==> src/rtl/prog_loader_if.sv <==
// ---------------------------------------------------------------------------
// prog_loader_if
//   Bundles the byte-stream handshake feeding the program loader and the
//   instruction-memory write port the loader drives.
//
//   Stream  : in_valid, in_data (source -> loader), in_ready (loader -> source)
//   Memory  : prog_addr, prog_data, prog_we, prog_enable (loader -> memory)
//
//   Modports
//     master : the environment side (stream source + instruction memory)
//     slave  : the loader side
// ---------------------------------------------------------------------------
interface prog_loader_if #(
  parameter int ADDR_WIDTH = 4,
  parameter int DATA_WIDTH = 8
);
  logic                  in_valid;
  logic [DATA_WIDTH-1:0] in_data;
  logic                  in_ready;
  logic [ADDR_WIDTH-1:0] prog_addr;
  logic [DATA_WIDTH-1:0] prog_data;
  logic                  prog_we;
  logic                  prog_enable;

  modport master (
    output in_valid, in_data,
    input  in_ready, prog_addr, prog_data, prog_we, prog_enable
  );

  modport slave (
    input  in_valid, in_data,
    output in_ready, prog_addr, prog_data, prog_we, prog_enable
  );
endinterface

==> src/rtl/prog_loader.sv <==
// ---------------------------------------------------------------------------
// prog_loader
//   Loads a program into the instruction memory from a byte stream
//   (header, one byte per instruction word, optional checksum byte) while
//   holding the CPU in reset, then releases the CPU RELEASE_DELAY cycles
//   after giving the memory address mux back.
//
//   Header byte: low ADDR_WIDTH bits = index of the last word (words = last+1);
//   any set bit above that is a malformed header and ends in ERROR.
//   Requires DATA_WIDTH > ADDR_WIDTH.
//
//   Ports
//     prog_clk    : single clock; memory writes on rising edge with prog_we=1
//     prog_reset  : asynchronous, active-high reset
//     load_req    : one-cycle pulse, starts a load from IDLE, RUN or ERROR
//     bus         : prog_loader_if.slave (stream in, memory write port out)
//     cpu_reset   : active-high CPU reset, low only in RUN
//     done        : high in RUN
//     error       : high in ERROR
//
//   Optional feature (macro PROG_LOADER_CHECKSUM_EN): after the last write
//   one checksum byte is accepted; the load succeeds only if header + data +
//   checksum sums to zero modulo 2**DATA_WIDTH.
//
//   All outputs are registered; they are computed from the next state.
// ---------------------------------------------------------------------------
module prog_loader #(
  parameter int ADDR_WIDTH    = 4,
  parameter int DATA_WIDTH    = 8,
  parameter int RELEASE_DELAY = 2
) (
  input  logic           prog_clk,
  input  logic           prog_reset,
  input  logic           load_req,
  prog_loader_if.slave   bus,
  output logic           cpu_reset,
  output logic           done,
  output logic           error
);

  localparam int CNT_W = (RELEASE_DELAY > 1) ? $clog2(RELEASE_DELAY) : 1;

  typedef enum logic [2:0] {
    S_IDLE,
    S_HEADER,
    S_DATA,
    S_WRITE,
`ifdef PROG_LOADER_CHECKSUM_EN
    S_CHECK,
`endif
    S_RELEASE,
    S_RUN,
    S_ERROR
  } state_t;

  state_t                state, state_d;
  logic [ADDR_WIDTH-1:0] last, last_d;
  logic [CNT_W-1:0]      cnt, cnt_d;
  logic [ADDR_WIDTH-1:0] prog_addr_d;
  logic [DATA_WIDTH-1:0] prog_data_d;
  logic                  in_ready_d, prog_we_d, prog_enable_d;
  logic                  cpu_reset_d, done_d, error_d;
`ifdef PROG_LOADER_CHECKSUM_EN
  logic [DATA_WIDTH-1:0] sum, sum_d;
`endif

  // in_ready is registered from the state, so a transfer is just this AND.
  logic xfer;
  logic hdr_bad;
  assign xfer    = bus.in_valid && bus.in_ready;
  assign hdr_bad = (bus.in_data[DATA_WIDTH-1:ADDR_WIDTH] != '0);

  // -------------------------------------------------------------------------
  // State and output registers
  // -------------------------------------------------------------------------
  always_ff @(posedge prog_clk or posedge prog_reset) begin
    if (prog_reset) begin
      state           <= S_IDLE;
      last            <= '0;
      cnt             <= '0;
      bus.prog_addr   <= '0;
      bus.prog_data   <= '0;
      bus.prog_we     <= 1'b0;
      bus.prog_enable <= 1'b0;
      bus.in_ready    <= 1'b0;
      cpu_reset       <= 1'b1;
      done            <= 1'b0;
      error           <= 1'b0;
`ifdef PROG_LOADER_CHECKSUM_EN
      sum             <= '0;
`endif
    end else begin
      // NOTE: non-blocking assignments so every register samples pre-edge values.
      state           <= state_d;
      last            <= last_d;
      cnt             <= cnt_d;
      bus.prog_addr   <= prog_addr_d;
      bus.prog_data   <= prog_data_d;
      bus.prog_we     <= prog_we_d;
      bus.prog_enable <= prog_enable_d;
      bus.in_ready    <= in_ready_d;
      cpu_reset       <= cpu_reset_d;
      done            <= done_d;
      error           <= error_d;
`ifdef PROG_LOADER_CHECKSUM_EN
      sum             <= sum_d;
`endif
    end
  end

  // -------------------------------------------------------------------------
  // Next-state logic
  // -------------------------------------------------------------------------
  always_comb begin
    // NOTE: default first so no path leaves state_d unassigned (no latch).
    state_d = state;
    unique case (state)
      S_IDLE:   if (load_req) state_d = S_HEADER;
      S_HEADER: if (xfer)     state_d = hdr_bad ? S_ERROR : S_DATA;
      S_DATA:   if (xfer)     state_d = S_WRITE;
      S_WRITE: begin
        // Stopping at 'last' (<= max address) means the address never wraps.
        if (bus.prog_addr == last) begin
`ifdef PROG_LOADER_CHECKSUM_EN
          state_d = S_CHECK;
`else
          state_d = S_RELEASE;
`endif
        end else begin
          state_d = S_DATA;
        end
      end
`ifdef PROG_LOADER_CHECKSUM_EN
      S_CHECK: if (xfer) state_d = (DATA_WIDTH'(sum + bus.in_data) == '0) ? S_RELEASE : S_ERROR;
`endif
      S_RELEASE: if (cnt == CNT_W'(RELEASE_DELAY - 1)) state_d = S_RUN;
      S_RUN:     if (load_req) state_d = S_HEADER;
      S_ERROR:   if (load_req) state_d = S_HEADER;
      default:   state_d = S_IDLE;
    endcase
  end

  // -------------------------------------------------------------------------
  // Output / datapath next values
  // -------------------------------------------------------------------------
  always_comb begin
    last_d      = last;
    cnt_d       = cnt;
    prog_addr_d = bus.prog_addr;
    prog_data_d = bus.prog_data;
`ifdef PROG_LOADER_CHECKSUM_EN
    sum_d       = sum;
`endif

    // Strobes and status follow the state being entered.
    in_ready_d    = (state_d == S_HEADER) || (state_d == S_DATA)
`ifdef PROG_LOADER_CHECKSUM_EN
                    || (state_d == S_CHECK)
`endif
                    ;
    prog_we_d     = (state_d == S_WRITE);
    prog_enable_d = in_ready_d || (state_d == S_WRITE);
    cpu_reset_d   = (state_d != S_RUN);
    done_d        = (state_d == S_RUN);
    error_d       = (state_d == S_ERROR);

    // Fresh load: restart the address and the running sum.
    if (state_d == S_HEADER && state != S_HEADER) begin
      prog_addr_d = '0;
`ifdef PROG_LOADER_CHECKSUM_EN
      sum_d       = '0;
`endif
    end

    if (state == S_HEADER && xfer) begin
      last_d = bus.in_data[ADDR_WIDTH-1:0];
`ifdef PROG_LOADER_CHECKSUM_EN
      sum_d  = sum + bus.in_data;
`endif
    end

    if (state == S_DATA && xfer) begin
      prog_data_d = bus.in_data;
`ifdef PROG_LOADER_CHECKSUM_EN
      sum_d       = sum + bus.in_data;
`endif
    end

    if (state == S_WRITE && state_d == S_DATA)
      prog_addr_d = bus.prog_addr + ADDR_WIDTH'(1);

    // Hand the memory port back clean and start the release countdown.
    if (state_d == S_RELEASE && state != S_RELEASE) begin
      prog_addr_d = '0;
      prog_data_d = '0;
      cnt_d       = '0;
    end else if (state == S_RELEASE) begin
      cnt_d = cnt + CNT_W'(1);
    end
  end

endmodule

==> src/flat_wrapper.sv <==
// flat-port wrapper written by rule: the top's interface ports become plain ports
module prog_loader_flat 
#(
  parameter int ADDR_WIDTH    = 4,
  parameter int DATA_WIDTH    = 8,
  parameter int RELEASE_DELAY = 2
)
  (prog_clk, prog_reset, load_req, cpu_reset, done, error, bus_in_valid, bus_in_data, bus_in_ready, bus_prog_addr, bus_prog_data, bus_prog_we, bus_prog_enable);
  prog_loader_if #(.ADDR_WIDTH(ADDR_WIDTH), .DATA_WIDTH(DATA_WIDTH)) bus_i ();
  input  logic prog_clk;
  input  logic prog_reset;
  input  logic load_req;
  output logic cpu_reset;
  output logic done;
  output logic error;
  input wire logic [$bits(bus_i.in_valid)-1:0] bus_in_valid;
  input wire logic [$bits(bus_i.in_data)-1:0] bus_in_data;
  output wire logic [$bits(bus_i.in_ready)-1:0] bus_in_ready;
  output wire logic [$bits(bus_i.prog_addr)-1:0] bus_prog_addr;
  output wire logic [$bits(bus_i.prog_data)-1:0] bus_prog_data;
  output wire logic [$bits(bus_i.prog_we)-1:0] bus_prog_we;
  output wire logic [$bits(bus_i.prog_enable)-1:0] bus_prog_enable;
  assign bus_i.in_valid = bus_in_valid;
  assign bus_i.in_data = bus_in_data;
  assign bus_in_ready = bus_i.in_ready;
  assign bus_prog_addr = bus_i.prog_addr;
  assign bus_prog_data = bus_i.prog_data;
  assign bus_prog_we = bus_i.prog_we;
  assign bus_prog_enable = bus_i.prog_enable;
  prog_loader #(.ADDR_WIDTH(ADDR_WIDTH), .DATA_WIDTH(DATA_WIDTH), .RELEASE_DELAY(RELEASE_DELAY)) u_core (.prog_clk(prog_clk), .prog_reset(prog_reset), .load_req(load_req), .bus(bus_i), .cpu_reset(cpu_reset), .done(done), .error(error));
endmodule
==> config.mk <==
export PLATFORM = sky130hd
export DESIGN_NAME = prog_loader_flat
export DESIGN_NICKNAME = d
export VERILOG_FILES = /design/src/rtl/prog_loader_if.sv /design/src/rtl/prog_loader.sv /design/src/flat_wrapper.sv
export SDC_FILE = /design/constraint.sdc
export NUM_CORES = 1
export LEC_CHECK = 0
export ABC_AREA = 1
export BUFFER_PORTS_ARGS = -buffer_cell sky130_fd_sc_hd__buf_2
export CAP_MARGIN = 15
export CELL_PAD_IN_SITES_DETAIL_PLACEMENT = 1
export CELL_PAD_IN_SITES_GLOBAL_PLACEMENT = 1
export CORE_UTILIZATION = 39
export DETAILED_ROUTE_END_ITERATION = 7
export PLACE_DENSITY = 0.88
export SYNTH_ARGS = -nofsm -noshare
export SYNTH_HDL_FRONTEND = slang
export SYNTH_SLANG_ARGS = --single-unit
==> constraint.sdc <==
create_clock -name prog_clk -period 1.5 [get_ports prog_clk]
set_input_delay 0.15 -clock prog_clk [delete_from_list [all_inputs] [get_ports prog_clk]]
set_output_delay 0.15 -clock prog_clk [all_outputs]
set_load 0.02 [all_outputs]
======== After elaboration in Yosys (flattened, before gate mapping) ========
Index checks and enable logic that the tools add are counted.
cells by class
  mux-type cells .......................... 14
  add/sub/neg operators ................... 2
  equal/unequal tests ..................... 16
  reduce and logical (&&, ||, !) cells .... 14
operators by type and width
  operator             number
  $eq 3x3->1 const B   6
  $mux 3               6
  $mux 8               2
  $pmux 3 s5           1
  $eq 3x2->1 const B   4
  $mux 4               3
  $eq 3x1->1 const B   2
  $logic_and 1x1->1    6
  $ne 3x3->1 const B   2
  $add 4x1->4 const B  1
  $eq 4x4->1           1
  $reduce_bool 2->1    2
  $reduce_bool 4->1    1
  $logic_not 3->1      1
  $ne 3x1->1 const B   1
  $reduce_bool 3->1    1
  $reduce_or 3->1      1
  $logic_or 1x1->1     2
  $mux 1               2
  $add 1x1->1 const B  1
storage, ports and cells
  register bits ........................... 26

======== Logic depth before layout (Yosys ltp) ========
  depth after elaboration ................. 9
  gate-level depth with buffers ........... 11

======== Least setup slack after synthesis ========
Ideal clock, no wire load.
  path kind ............................... reg-to-reg
  from .................................... register u_core.bus.prog_addr[0]
  to ...................................... register u_core.bus.prog_addr[2]
  required time ........................... 1381 ps
  path buffers ............................ 0
  slack ................................... 67 ps
  cell stages (with the launch flop) ...... 12
  arrival ................................. 1314 ps
  cell sequence ........................... dfrtp_1 -> inv_1 -> nand2_1 -> nand2_1 -> nor2_1 -> nand2_2 -> nand2_2 -> nand2_2 -> nor2_4 -> nand3_2 -> nand3_1 -> nand2_1
on the way
  cells in the longest elaborated chain, start to end .. 7
ends and longest elaborated chain
  element                   line                  text
  start: declaration        prog_loader_if.sv:32  output in_ready, prog_addr, prog_data, prog_we, prog_enable
  start signal: assignment  prog_loader.sv:97     bus.prog_addr <= prog_addr_d;
  $eq 4x4->1 (*)            prog_loader.sv:123    if (bus.prog_addr == last) begin
  $mux 3 (*)                prog_loader.sv:123
  $pmux 3 s5 (*)            prog_loader.sv:117    unique case (state)
  net u_core.state_d[1]     prog_loader.sv:56     state_t state, state_d;
  $eq 3x2->1                prog_loader.sv:189    if (state == S_WRITE && state_d == S_DATA)
  $logic_and 1x1->1         prog_loader.sv:189
  $mux 4                    prog_loader.sv:189
  $mux 4                    prog_loader.sv:193    if (state_d == S_RELEASE && state != S_RELEASE) begin
The timed path passes the listed nets; every way through them passes the cells marked *.
A chain may end at the register's enable or synchronous reset.

======== Worst setup path after layout ========
  from .................................... register u_core.state[1]
  to ...................................... register u_core.bus.prog_addr[1]
on the way
  cells in the longest elaborated chain, start to end .. 7
ends and longest elaborated chain
  element                                               line                text
  start: declaration                                    prog_loader.sv:56
  start signal: assignment                              prog_loader.sv:94   state <= state_d;
  $eq 3x3->1 / $logic_not 3->1 (equally long branches)  prog_loader.sv:117
  $reduce_or 3->1 (no source line)                      -
  $pmux 3 s5                                            prog_loader.sv:117
  $eq 3x2->1                                            prog_loader.sv:189
  $logic_and 1x1->1                                     prog_loader.sv:189
  $mux 4                                                prog_loader.sv:189
  $mux 4                                                prog_loader.sv:193
Parallel ways exist; a longest one is shown, timed or not.

==> out/metrics.cfg <==
[yosys]
synth_fa_ha_area_frac = 0.00949
synth_edf_count = 0
synth_top_family_by_area = simple AND/OR/NAND/NOR gates
synth_seq_cells = 26
synth_compound_area_frac = 0.0797
synthSimpleGateAreaFrac = 0.301
synth_area_mm2 = 0.00132
synthArstFlopShare = 1.00
synth_xor_area_frac = 0.0133
ys.flop_type = dfrtp_1
synthesis.instances = 150
synth_cell_types = 20
synth_fp_nets = 163
syn_area_per_cell_um2 = 8.79
synth_top_area_share = 0.474
ys_seq_area_frac = 0.494
synthMuxAreaShare = 0
yosys.area.top_type = dfrtp_1
ys_warn_count = 0
synth_area_leaders = dfrtp_1 47%, nand2_1 10%, inv_1 7.4%

[clock_network]
clock_sinks = 26
root_buffer = clkbuf_4
cts_tree = built
clock_path_buffers = 2
cts_buffers = 3
clk_pin_slew_worst_paths_ns = 0.15
clkLatencyLatePin_ns = 0.32
cts_max_level = 1

[sta]
hold_viol = 0
worst_slack_ns = -0.0728
maxSlewHeadroom = 0.779
fin_setup_tns_ns = -0.242
finClkSkew_ns = 0.00729
slew_violations = 0
worst_pin_slew_ns = 0.332
setup_viol = 5
fmax_mhz = 636
timing.final.crit_period_ns = 1.57
rsz0062_at_grt = yes
period_share = 1.05

[drt]
ant_nets = 0
remaining_drc_errors = 0
drt-wirelength-per-cell_um = 16.4
avgViaCountPerCell = 4.99
drt-pass1-iter-count = 6
drtIter0Drc = 35
wirelength_um = 3960
vias = 1207

[setup_path]
path_class = register to register
cp.arrival_ns = 1.80
critPathMostFrequentCell = nor2_4
end_kind = register
slowest_stage = dfrtp_2
crit_start = u_core.state[1]$_DFF_PP0_
crit_chain = nor2_4, inv_2, nand2_2, nand2_2, nor2_4, nor2_4, nor2_4, nand3_4, nand3_2, nand2_1
critPathMaxStageDelay_ns = 0.50
startpoint_type = register
cp_max_fo = 4
crit_required_ns = 1.73
r2r_cells = 10
reg2reg_slack_ns = -0.07
r2r-start = u_core.state[1]$_DFF_PP0_

[global_routing]
grt_pass1_vias = 1206
grt_start_max_net_pins = 27
antenna_found_initial = 0
overflow = 0
grt_pass1_wl_um = 5830
track_usage = 0.224

[placement]
placed_cells = 227
place_area_mm2 = 0.00155
portBuffers = 29
hpwl_um = 2540
gp_congestion = 0.783

[power]
p_total_mw = 3.72
cellPowerDensity_mw_per_mm2 = 2090
leakage_nw = 1.01
ir_drop_mv = 0.912

[outcome]
outcome = finished with violations
violations = negative setup slack

[floorplanning]
row_count = 20
die_h_um = 60.2
num_io_pins = 30
core_mm2 = 0.00313
die_area_mm2 = 0.00362
die_w_um = 60.2
initial_core_util = 0.422

[cells_and_area]
fin_util = 0.568
n_antenna_cell = 0
mostFrequentLayoutCell = nand2_1
finalInstanceArea_mm2 = 0.00178
layout.cells.most_common_list = 30 x nand2_1, 29 x buf_2, 22 x inv_1, 22 x dfrtp_1, 15 x buf_4
syn_to_final_growth_pct = 34.8
nets = 212
drive_gt1_frac = 0.520
stdcell_count = 242

[hold_path]
hold_class = primary input to register
hold_depth = 3
hold_start = bus_in_data[7]

[run]
drv_cap = 0

[metal layers]
| metal | vias up | share of wire | GRT usage | wire length [um] |
|---|---|---|---|---|
| li1 | 553 | - | - | - |
| met1 | 598 | 0.39 | 0.270 | 1550 |
| met2 | 38 | 0.53 | 0.386 | 2120 |
| met3 | 18 | 0.038 | 0.0303 | 149 |
| met4 | 0 | 0.036 | 0.110 | 141 |
| met5 | - | 0 | 0 | 0 |
[path summary, 6_finish.rpt]
path,to
max reg2reg,u_core.bus.prog_addr[1]$_DFFE_PP0P_
max,u_core.bus.prog_addr[1]$_DFFE_PP0P_
min in group asynchronous,u_core.bus.prog_data[5]$_DFFE_PP0P_
min reg2reg,u_core.bus.prog_data[3]$_DFFE_PP0P_
max in group asynchronous,u_core.cpu_reset$_DFF_PP1_
min,u_core.bus.prog_data[7]$_DFFE_PP0P_
[cells in the mapped netlist, types with 2 or more instances]
cell type,n
a22oi_1,4
a22oi_2,4
dfrtp_1,25
inv_1,26
inv_2,7
nand2_1,35
nand2_2,7
nand3_1,9
nand3_2,4
nand4_1,2
nor2_1,5
nor2_2,6
nor2_4,5
o21ai_0,4
xor2_1,2
[repair_timing]
action	in CTS	in global routing
setup buffers	4	6
resized for setup	16	15
hold buffers	1	0
hold endpoints to repair	25	0
pin swaps	6	11
setup endpoints to repair	6	16
[power by group]
group          internal (mW)  leakage [nW]  switching (mW)
clock                  0.148        0.0210           0.217
sequential             0.987         0.330           0.247
combinational          0.795         0.659            1.33
total                   1.93          1.01            1.79
[metrics by stage]
step / setup WS [ns] / hold WS [ns]
after floorplan: 0.0672 / 0.189
after global placement: 0.0447 / 0.212
after detailed placement: -0.0685 / 0.224
after CTS: 0.00489 / 0.0528
after global routing: -0.124 / 0.0595
final: -0.0728 / 0.0505
[layout make-up]
type | count | area (um^2)
tap | 44 | 55.1
clock buffer | 4 | 36.3
fill | 390 | 1350
timing repair buffer | 45 | 268
multi-input combinational | 90 | 634
sequential | 26 | 656
inverter | 33 | 129
[cell families after synthesis]
| logic type | Yosys count |
|---|---|
| AO/OA/AOI/OAI | 13 |
| XOR/XNOR | 2 |
| adder cells (fa/ha/maj) | 1 |
| buffers and inverters | 34 |
| flip-flops | 26 |
| AND/OR/NAND/NOR | 74 |
[state kept, by name, indices dropped and copies added (netlist names)]
register                count
u_core.bus.in_ready         1
u_core.last                 4
u_core.cnt                  1
u_core.bus.prog_data        8
u_core.done                 1
u_core.bus.prog_addr        4
u_core.bus.prog_we          1
u_core.cpu_reset            1
u_core.bus.prog_enable      1
u_core.state                3
u_core.error                1
[worst max-delay path, delay by kind of cell, from the launching register on]
family,cells,cell delay (ns)
and+or+nand+nor,9,0.92
buffers and inverters,1,0.07
DFF,1,0.50
Note: power is estimated with default switching activity, not from simulation.
